==> config.mk <==
export PLATFORM = sky130hd
export DESIGN_NAME = uart_xbee_rx_flat
export DESIGN_NICKNAME = d
export VERILOG_FILES = /design/src/rtl/uart_xbee_rx_if.sv /design/src/rtl/uart_xbee_rx.sv /design/src/flat_wrapper.sv
export SDC_FILE = /design/constraint.sdc
export NUM_CORES = 1
export LEC_CHECK = 0
export BUFFER_PORTS_ARGS = -buffer_cell sky130_fd_sc_hd__buf_4
export CELL_PAD_IN_SITES_DETAIL_PLACEMENT = 1
export CELL_PAD_IN_SITES_GLOBAL_PLACEMENT = 1
export CORE_MARGIN = 1
export CORE_UTILIZATION = 51
export CTS_CLUSTER_DIAMETER = 80
export DETAILED_ROUTE_END_ITERATION = 7
export PLACE_DENSITY_LB_ADDON = 0.15
export SKIP_CTS_REPAIR_TIMING = 1
export SYNTH_ARGS = -nofsm -noshare
export SYNTH_HDL_FRONTEND = slang
export SYNTH_SLANG_ARGS = --single-unit
==> constraint.sdc <==
create_clock -name clk_50 -period 6.68 [get_ports clk_50]
set_input_delay 1.336 -clock clk_50 [delete_from_list [all_inputs] [get_ports clk_50]]
set_output_delay 1.336 -clock clk_50 [all_outputs]
set_load 0.03 [all_outputs]
==> src/rtl/uart_xbee_rx_if.sv <==
// Sample-side bus of the XBee UART receiver: decoded ADC samples and error reporting.
interface uart_xbee_rx_if;
    logic        sample_valid;
    logic [2:0]  sample_ch;
    logic [11:0] sample_data;
    logic        frame_err;
    logic [7:0]  err_count;

    modport master (
        output sample_valid,
        output sample_ch,
        output sample_data,
        output frame_err,
        output err_count
    );

    modport slave (
        input sample_valid,
        input sample_ch,
        input sample_data,
        input frame_err,
        input err_count
    );
endinterface

==> src/rtl/uart_xbee_rx.sv <==
// XBee UART receiver: 8-bit MSB-first bytes, assembled into two-byte frames carrying
// a 3-bit channel and a 12-bit ADC code.
//
// Byte receiver:
//   state   | meaning
//   R_IDLE  | waiting for a 1->0 edge on the synchronized line
//   R_START | timing to mid start bit, rejecting false starts
//   R_DATA  | sampling 8 data bits at mid-bit
//   R_STOP  | checking the stop bit
//   R_FLUSH | after a framing error, waiting for the line to return high
// Frame assembler:
//   state       | meaning
//   A_WAIT_HIGH | waiting for a byte with bit7=1 (channel + data[11:8])
//   A_WAIT_LOW  | waiting for data[7:0], guarded by the gap timer
module uart_xbee_rx #(
    parameter int CLKS_PER_BIT = 434,
    parameter int GAP_TIMEOUT  = 8680
) (
    input  logic           clk_50,
    input  logic           rst_n,
    input  logic           rx,
    uart_xbee_rx_if.master smp
);
    localparam int BT_W  = $clog2(CLKS_PER_BIT);
    localparam int GAP_W = $clog2(GAP_TIMEOUT);
    localparam logic [BT_W-1:0]  BIT_LAST  = BT_W'(CLKS_PER_BIT - 1);
    localparam logic [BT_W-1:0]  HALF_LAST = BT_W'(CLKS_PER_BIT / 2 - 1);
    localparam logic [BT_W-1:0]  BT_ONE    = BT_W'(1);
    localparam logic [GAP_W-1:0] GAP_LAST  = GAP_W'(GAP_TIMEOUT - 1);
    localparam logic [GAP_W-1:0] GAP_ONE   = GAP_W'(1);

    typedef enum logic [2:0] {R_IDLE, R_START, R_DATA, R_STOP, R_FLUSH} rx_state_t;
    typedef enum logic {A_WAIT_HIGH, A_WAIT_LOW} asm_state_t;

    logic            rx_meta, rx_sync, rx_prev;
    logic [1:0]      settle;
    logic            fall;
    rx_state_t       rx_state;
    logic [BT_W-1:0] bit_tmr;
    logic [2:0]      bit_cnt;
    logic [7:0]      shreg;
    logic            byte_stb;
    logic            rx_ferr;

    asm_state_t       asm_state;
    logic [GAP_W-1:0] gap_tmr;
    logic [2:0]       hi_ch;
    logic [3:0]       hi_nib;
    logic             err_evt;
    logic             sample_valid_r;
    logic [2:0]       sample_ch_r;
    logic [11:0]      sample_data_r;
    logic             frame_err_r;
    logic [7:0]       err_count_r;

    // The synchronizer resets high, so the first two cycles after reset can show a
    // false 1->0 edge when the line is held low; edges are ignored until real data
    // has reached rx_prev.
    always_ff @(posedge clk_50 or negedge rst_n) begin
        if (!rst_n) begin
            rx_meta <= 1'b1;
            rx_sync <= 1'b1;
            rx_prev <= 1'b1;
            settle  <= 2'd0;
        end else begin
            rx_meta <= rx;
            rx_sync <= rx_meta;
            rx_prev <= rx_sync;
            if (settle != 2'd3)
                settle <= settle + 2'd1;
        end
    end

    assign fall = (settle == 2'd3) && rx_prev && !rx_sync;

    always_ff @(posedge clk_50 or negedge rst_n) begin
        if (!rst_n) begin
            rx_state <= R_IDLE;
            bit_tmr  <= '0;
            bit_cnt  <= '0;
            shreg    <= '0;
            byte_stb <= 1'b0;
            rx_ferr  <= 1'b0;
        end else begin
            byte_stb <= 1'b0;
            rx_ferr  <= 1'b0;
            case (rx_state)
                R_IDLE: begin
                    if (fall) begin
                        rx_state <= R_START;
                        bit_tmr  <= HALF_LAST;
                    end
                end
                R_START: begin
                    if (bit_tmr == '0) begin
                        if (!rx_sync) begin
                            rx_state <= R_DATA;
                            bit_tmr  <= BIT_LAST;
                            bit_cnt  <= '0;
                        end else begin
                            rx_state <= R_IDLE;
                        end
                    end else begin
                        bit_tmr <= bit_tmr - BT_ONE;
                    end
                end
                R_DATA: begin
                    if (bit_tmr == '0) begin
                        shreg   <= {shreg[6:0], rx_sync};
                        bit_tmr <= BIT_LAST;
                        bit_cnt <= bit_cnt + 3'd1;
                        if (bit_cnt == 3'd7)
                            rx_state <= R_STOP;
                    end else begin
                        bit_tmr <= bit_tmr - BT_ONE;
                    end
                end
                R_STOP: begin
                    if (bit_tmr == '0) begin
                        if (rx_sync) begin
                            byte_stb <= 1'b1;
                            rx_state <= R_IDLE;
                        end else begin
                            rx_ferr  <= 1'b1;
                            rx_state <= R_FLUSH;
                        end
                    end else begin
                        bit_tmr <= bit_tmr - BT_ONE;
                    end
                end
                R_FLUSH: begin
                    if (rx_sync)
                        rx_state <= R_IDLE;
                end
                default: rx_state <= R_IDLE;
            endcase
        end
    end

    // A byte arriving on the same cycle as the gap timeout takes precedence.
    always_comb begin
        err_evt = rx_ferr;
        if (asm_state == A_WAIT_HIGH && byte_stb && !shreg[7])
            err_evt = 1'b1;
        if (asm_state == A_WAIT_LOW && !byte_stb && gap_tmr == '0)
            err_evt = 1'b1;
    end

    always_ff @(posedge clk_50 or negedge rst_n) begin
        if (!rst_n) begin
            asm_state      <= A_WAIT_HIGH;
            gap_tmr        <= '0;
            hi_ch          <= '0;
            hi_nib         <= '0;
            sample_valid_r <= 1'b0;
            sample_ch_r    <= '0;
            sample_data_r  <= '0;
            frame_err_r    <= 1'b0;
            err_count_r    <= '0;
        end else begin
            sample_valid_r <= 1'b0;
            frame_err_r    <= err_evt;
            if (err_evt && err_count_r != 8'hFF)
                err_count_r <= err_count_r + 8'd1;
            case (asm_state)
                A_WAIT_HIGH: begin
                    if (byte_stb && shreg[7]) begin
                        hi_ch     <= shreg[6:4];
                        hi_nib    <= shreg[3:0];
                        gap_tmr   <= GAP_LAST;
                        asm_state <= A_WAIT_LOW;
                    end
                end
                A_WAIT_LOW: begin
                    if (byte_stb) begin
                        sample_valid_r <= 1'b1;
                        sample_ch_r    <= hi_ch;
                        sample_data_r  <= {hi_nib, shreg};
                        asm_state      <= A_WAIT_HIGH;
                    end else if (rx_ferr || gap_tmr == '0) begin
                        asm_state <= A_WAIT_HIGH;
                    end else begin
                        gap_tmr <= gap_tmr - GAP_ONE;
                    end
                end
                default: asm_state <= A_WAIT_HIGH;
            endcase
        end
    end

    assign smp.sample_valid = sample_valid_r;
    assign smp.sample_ch    = sample_ch_r;
    assign smp.sample_data  = sample_data_r;
    assign smp.frame_err    = frame_err_r;
    assign smp.err_count    = err_count_r;
endmodule

==> src/flat_wrapper.sv <==
// flat-port wrapper written by rule: the top's interface ports become plain ports
module uart_xbee_rx_flat 
#(
    parameter int CLKS_PER_BIT = 434,
    parameter int GAP_TIMEOUT  = 8680
)
  (clk_50, rst_n, rx, smp_sample_valid, smp_sample_ch, smp_sample_data, smp_frame_err, smp_err_count);
  uart_xbee_rx_if smp_i ();
  input  logic clk_50;
  input  logic rst_n;
  input  logic rx;
  output wire logic [$bits(smp_i.sample_valid)-1:0] smp_sample_valid;
  output wire logic [$bits(smp_i.sample_ch)-1:0] smp_sample_ch;
  output wire logic [$bits(smp_i.sample_data)-1:0] smp_sample_data;
  output wire logic [$bits(smp_i.frame_err)-1:0] smp_frame_err;
  output wire logic [$bits(smp_i.err_count)-1:0] smp_err_count;
  assign smp_sample_valid = smp_i.sample_valid;
  assign smp_sample_ch = smp_i.sample_ch;
  assign smp_sample_data = smp_i.sample_data;
  assign smp_frame_err = smp_i.frame_err;
  assign smp_err_count = smp_i.err_count;
  uart_xbee_rx #(.CLKS_PER_BIT(CLKS_PER_BIT), .GAP_TIMEOUT(GAP_TIMEOUT)) u_core (.clk_50(clk_50), .rst_n(rst_n), .rx(rx), .smp(smp_i));
endmodule
==> flow_metrics.env <==
export IMPL_reg2reg_from="u_core.gap_tmr[0]$_DFFE_PN0P_"
export IMPL_outcome="finished, violations left"
export IMPL_dp_final_hpwl_mm=5.18
export IMPL_numCtsBuffers=9
export IMPL_grt_pass1_wl_mm=13.3
export IMPL_grt_setup_unrepaired="no"
export IMPL_start_util=0.540
export IMPL_path_depth=7
export IMPL_setup_viol=0
export IMPL_crit_chain="inv_1, ha_1, or4b_1, nor4_4, a211oi_4, nor4_2, mux2_1"
export IMPL_finClkSkew_ns=0.0111
export IMPL_slew_viol_final=0
export IMPL_path_clk_slew_ns=0.08
export IMPL_final_hold_viol_count=0
export IMPL_final_layout_size_suffix_gt1_frac=0.234
export IMPL_die_y_microns=84.9
export IMPL_critPathMaxStageDelay_ns=0.51
export IMPL_nNetsFinal=359
export IMPL_cp_startpoint="u_core.gap_tmr[0]$_DFFE_PN0P_"
export IMPL_cellPowerDensity_nw_per_um2=252
export IMPL_drc=4
export IMPL_relSlewSlack=0.375
export IMPL_die_w_microns=84.9
export IMPL_critPathMaxFanout=9
export IMPL_synth_flop_cell="dfrtp_1"
export IMPL_fillers=697
export IMPL_hold_path_class="reg2reg"
export IMPL_clk_latency_ns=0.34
export IMPL_synth_nets=330
export IMPL_async_flop_share=1.00
export IMPL_path_buf_inv=1
export IMPL_yosysWarnings=0
export IMPL_yosysMostFrequentCell="dfrtp_1"
export IMPL_r2r_slack_ns=4.28
export IMPL_synth_distinct_cells=55
export IMPL_start_kind="register"
export IMPL_finish_utilization=0.613
export IMPL_crit_type="reg2reg"
export IMPL_synth_fa_ha_area_frac=0.0278
export IMPL_worst_slew_pin_slew_ns=0.938
export IMPL_cts_tree="done"
export IMPL_vias=2518
export IMPL_synth_cell_area_sq_um=3510
export IMPL_postSynthAreaPerCell_sq_um=11.0
export IMPL_synth_mux_area_fraction=0.104
export IMPL_period_share=0.360
export IMPL_post_drt_via_cell_ratio=5.84
export IMPL_n_antenna_cell=0
export IMPL_yosys_area_share_simple=0.182
export IMPL_first_iter_violations=110
export IMPL_cap_violations=0
export IMPL_total_power_mw=1.00
export IMPL_rows=29
export IMPL_clockRootBuffer="clkbuf_8"
export IMPL_synth_seq_cells=77
export IMPL_reg2regPathDepth=7
export IMPL_firstDrtPassIters=8
export IMPL_synthTopCellsByCount="74 x dfrtp_1, 50 x nand2_1, 27 x mux2_2"
export IMPL_grt_overflow_total=0
export IMPL_vdd_drop_max_uv=150
export IMPL_antenna_left=0
export IMPL_leakage_nw=1.98
export IMPL_required_ns=6.90
export IMPL_synth_top_cell_by_area="dfrtp_1"
export IMPL_core_area_sq_um=6490
export IMPL_htreeDepth=3
export IMPL_setup_tns_ns=0
export IMPL_wl_per_cell_microns=17.3
export IMPL_cp_top_family="simple AND/OR/NAND/NOR gates"
export IMPL_cts_num_sinks=77
export IMPL_antenna_found_initial=0
export IMPL_critPathArrivalTime_ns=2.62
export IMPL_period_needed_ns=2.40
export IMPL_io_buffers=27
export IMPL_drt_total_wl_mm=7.45
export IMPL_synth_edff_count=0
export IMPL_worstReg2RegEnd="u_core.smp.err_count[7]$_DFFE_PN0P_"
export IMPL_yosysSeqAreaShare=0.550
export IMPL_grtUsageTotal=0.235
export IMPL_crit_path_top_delay_cell="or4b_1"
export IMPL_area_delta_synth_final_pct=13.5
export IMPL_failed_checks="DRC"
export IMPL_grt_start_max_net_pins=78
export IMPL_worstSetupEndpoint="u_core.smp.err_count[7]$_DFFE_PN0P_"
export IMPL_synth_compound_area_share=0.0938
export IMPL_fmax_mhz=416
export IMPL_place_congestion=0.814
export IMPL_synth_top_family_by_area="simple AND/OR/NAND/NOR gates"
export IMPL_cts_path_max_buffers=2
export IMPL_hold_depth=0
export IMPL_grt_pass1_vias=2727
export IMPL_ys_top_cells_by_area="dfrtp_1 53%, mux2_2 8.7%, nand2_1 5.4%"
export IMPL_synth_xor_area_frac=0.0225
export IMPL_ios=28
export IMPL_synth_cells=320
export IMPL_end_kind="register"
export IMPL_synth_top_area_share=0.528
export IMPL_die_area_sq_um=7210
[cells by family (layout without fill, tap and decap cells)]
kind of cell    Yosys count  count (layout)
compound gates           49              49
xor+xnor                  9               9
fa+ha+maj                 8               8
buf+inv                  18              52
flops                    77              77
mux                      33              33
simple gates            126             126
[per-stage QoR]
step | area [sq um] | worst slack [ns] | instances | hold slack (ns)
3_5_place_dp | 3770 | 4.27 | 415 | 0.347
3_3_place_gp | 3770 | 4.34 | 415 | 0.346
2_1_floorplan | 3510 | 4.46 | 320 | 0.345
6_report | 3980 | 4.28 | 431 | 0.359
4_1_cts | 3980 | 4.26 | 431 | 0.359
5_1_grt | 3980 | 4.12 | 431 | 0.368
[flip-flops by register name (all words and copies together), names as in the netlist]
name                     cells
u_core.bit_cnt               3
u_core.settle                2
u_core.smp.frame_err         1
u_core.rx_sync               1
u_core.gap_tmr              14
u_core.hi_ch                 3
u_core.bit_tmr               9
u_core.rx_prev               1
u_core.rx_state              3
u_core.rx_ferr               1
u_core.smp.sample_valid      1
u_core.smp.sample_data      12
u_core.asm_state             1
u_core.shreg                 8
u_core.byte_stb              1
u_core.hi_nib                4
u_core.rx_meta               1
u_core.smp.err_count         8
u_core.smp.sample_ch         3
[placed cells by master, fill, tap and decap left out, types with 2 or more instances in the layout]
| cell | netlist | layout |
|---|---|---|
| mux2i_1 | 5 | 5 |
| a21oi_1 | 10 | 10 |
| o21ai_0 | 12 | 12 |
| nand2_1 | 50 | 50 |
| inv_1 | 8 | 8 |
| dfstp_2 | 3 | 3 |
| nor2b_1 | 2 | 2 |
| nand4_1 | 2 | 2 |
| buf_4 | 0 | 28 |
| dfrtp_1 | 74 | 74 |
| ha_1 | 7 | 7 |
| a211oi_1 | 2 | 2 |
| or2_2 | 2 | 2 |
| mux2_2 | 27 | 27 |
| nand3b_1 | 4 | 4 |
| o31ai_1 | 4 | 4 |
| nor4_1 | 3 | 3 |
| inv_6 | 0 | 2 |
| xor2_1 | 2 | 2 |
| nor3_1 | 8 | 8 |
| clkbuf_8 | 0 | 10 |
| o21a_1 | 2 | 2 |
| nor3b_1 | 4 | 4 |
| xnor2_1 | 7 | 7 |
| nand3_1 | 10 | 10 |
| a31oi_1 | 5 | 5 |
| o22a_1 | 2 | 2 |
| and3_1 | 2 | 2 |
| nor2_1 | 26 | 26 |
[layout make-up]
cell class / count / area [sq um] / area share
clock buffers: 10 / 138 / 0.0346
repair buffers: 28 / 210 / 0.0528
clock inverters: 6 / 68.8 / 0.0173
flip-flops and latches: 77 / 1930 / 0.485
inverters: 8 / 30.0 / 0.00754
multi-input cells: 225 / 1510 / 0.379
well taps: 77 / 96.3 / 0.0242
[worst register-to-register path, delay by kind of cell, from the launching register on]
kind | cells | cell delay [ns]
fa+ha+maj | 1 | 0.13
simple gates | 3 | 1.12
flops | 1 | 0.41
buf+inv | 1 | 0.09
mux | 1 | 0.35
compound gates | 1 | 0.18
[worst min-delay path by stage]
stage,from,end,slack (ns)
2_1_floorplan,u_core.rx_meta$_DFF_PN1_,u_core.rx_sync$_DFF_PN1_,0.35
3_3_place_gp,u_core.rx_meta$_DFF_PN1_,u_core.rx_sync$_DFF_PN1_,0.35
3_5_place_dp,u_core.rx_meta$_DFF_PN1_,u_core.rx_sync$_DFF_PN1_,0.35
4_1_cts,u_core.rx_meta$_DFF_PN1_,u_core.rx_sync$_DFF_PN1_,0.36
5_1_grt,u_core.rx_meta$_DFF_PN1_,u_core.rx_sync$_DFF_PN1_,0.37
6_report,u_core.rx_meta$_DFF_PN1_,u_core.rx_sync$_DFF_PN1_,0.36
[layer usage]
metal / vias to the layer above / track usage / part of all wire
met5: - / 0 / 0
met4: 0 / 0.0817 / 0.0039
met3: 2 / 0.0331 / 0.024
met2: 41 / 0.391 / 0.50
met1: 1286 / 0.319 / 0.47
li1: 1189 / - / -
[power by group]
group	leakage (nW)	switching (mW)	internal, mW
combinational	0.846	0.0617	0.0434
sequential	1.03	0.0374	0.495
clock	0.103	0.178	0.186
Power figures use the tool's default switching activity.
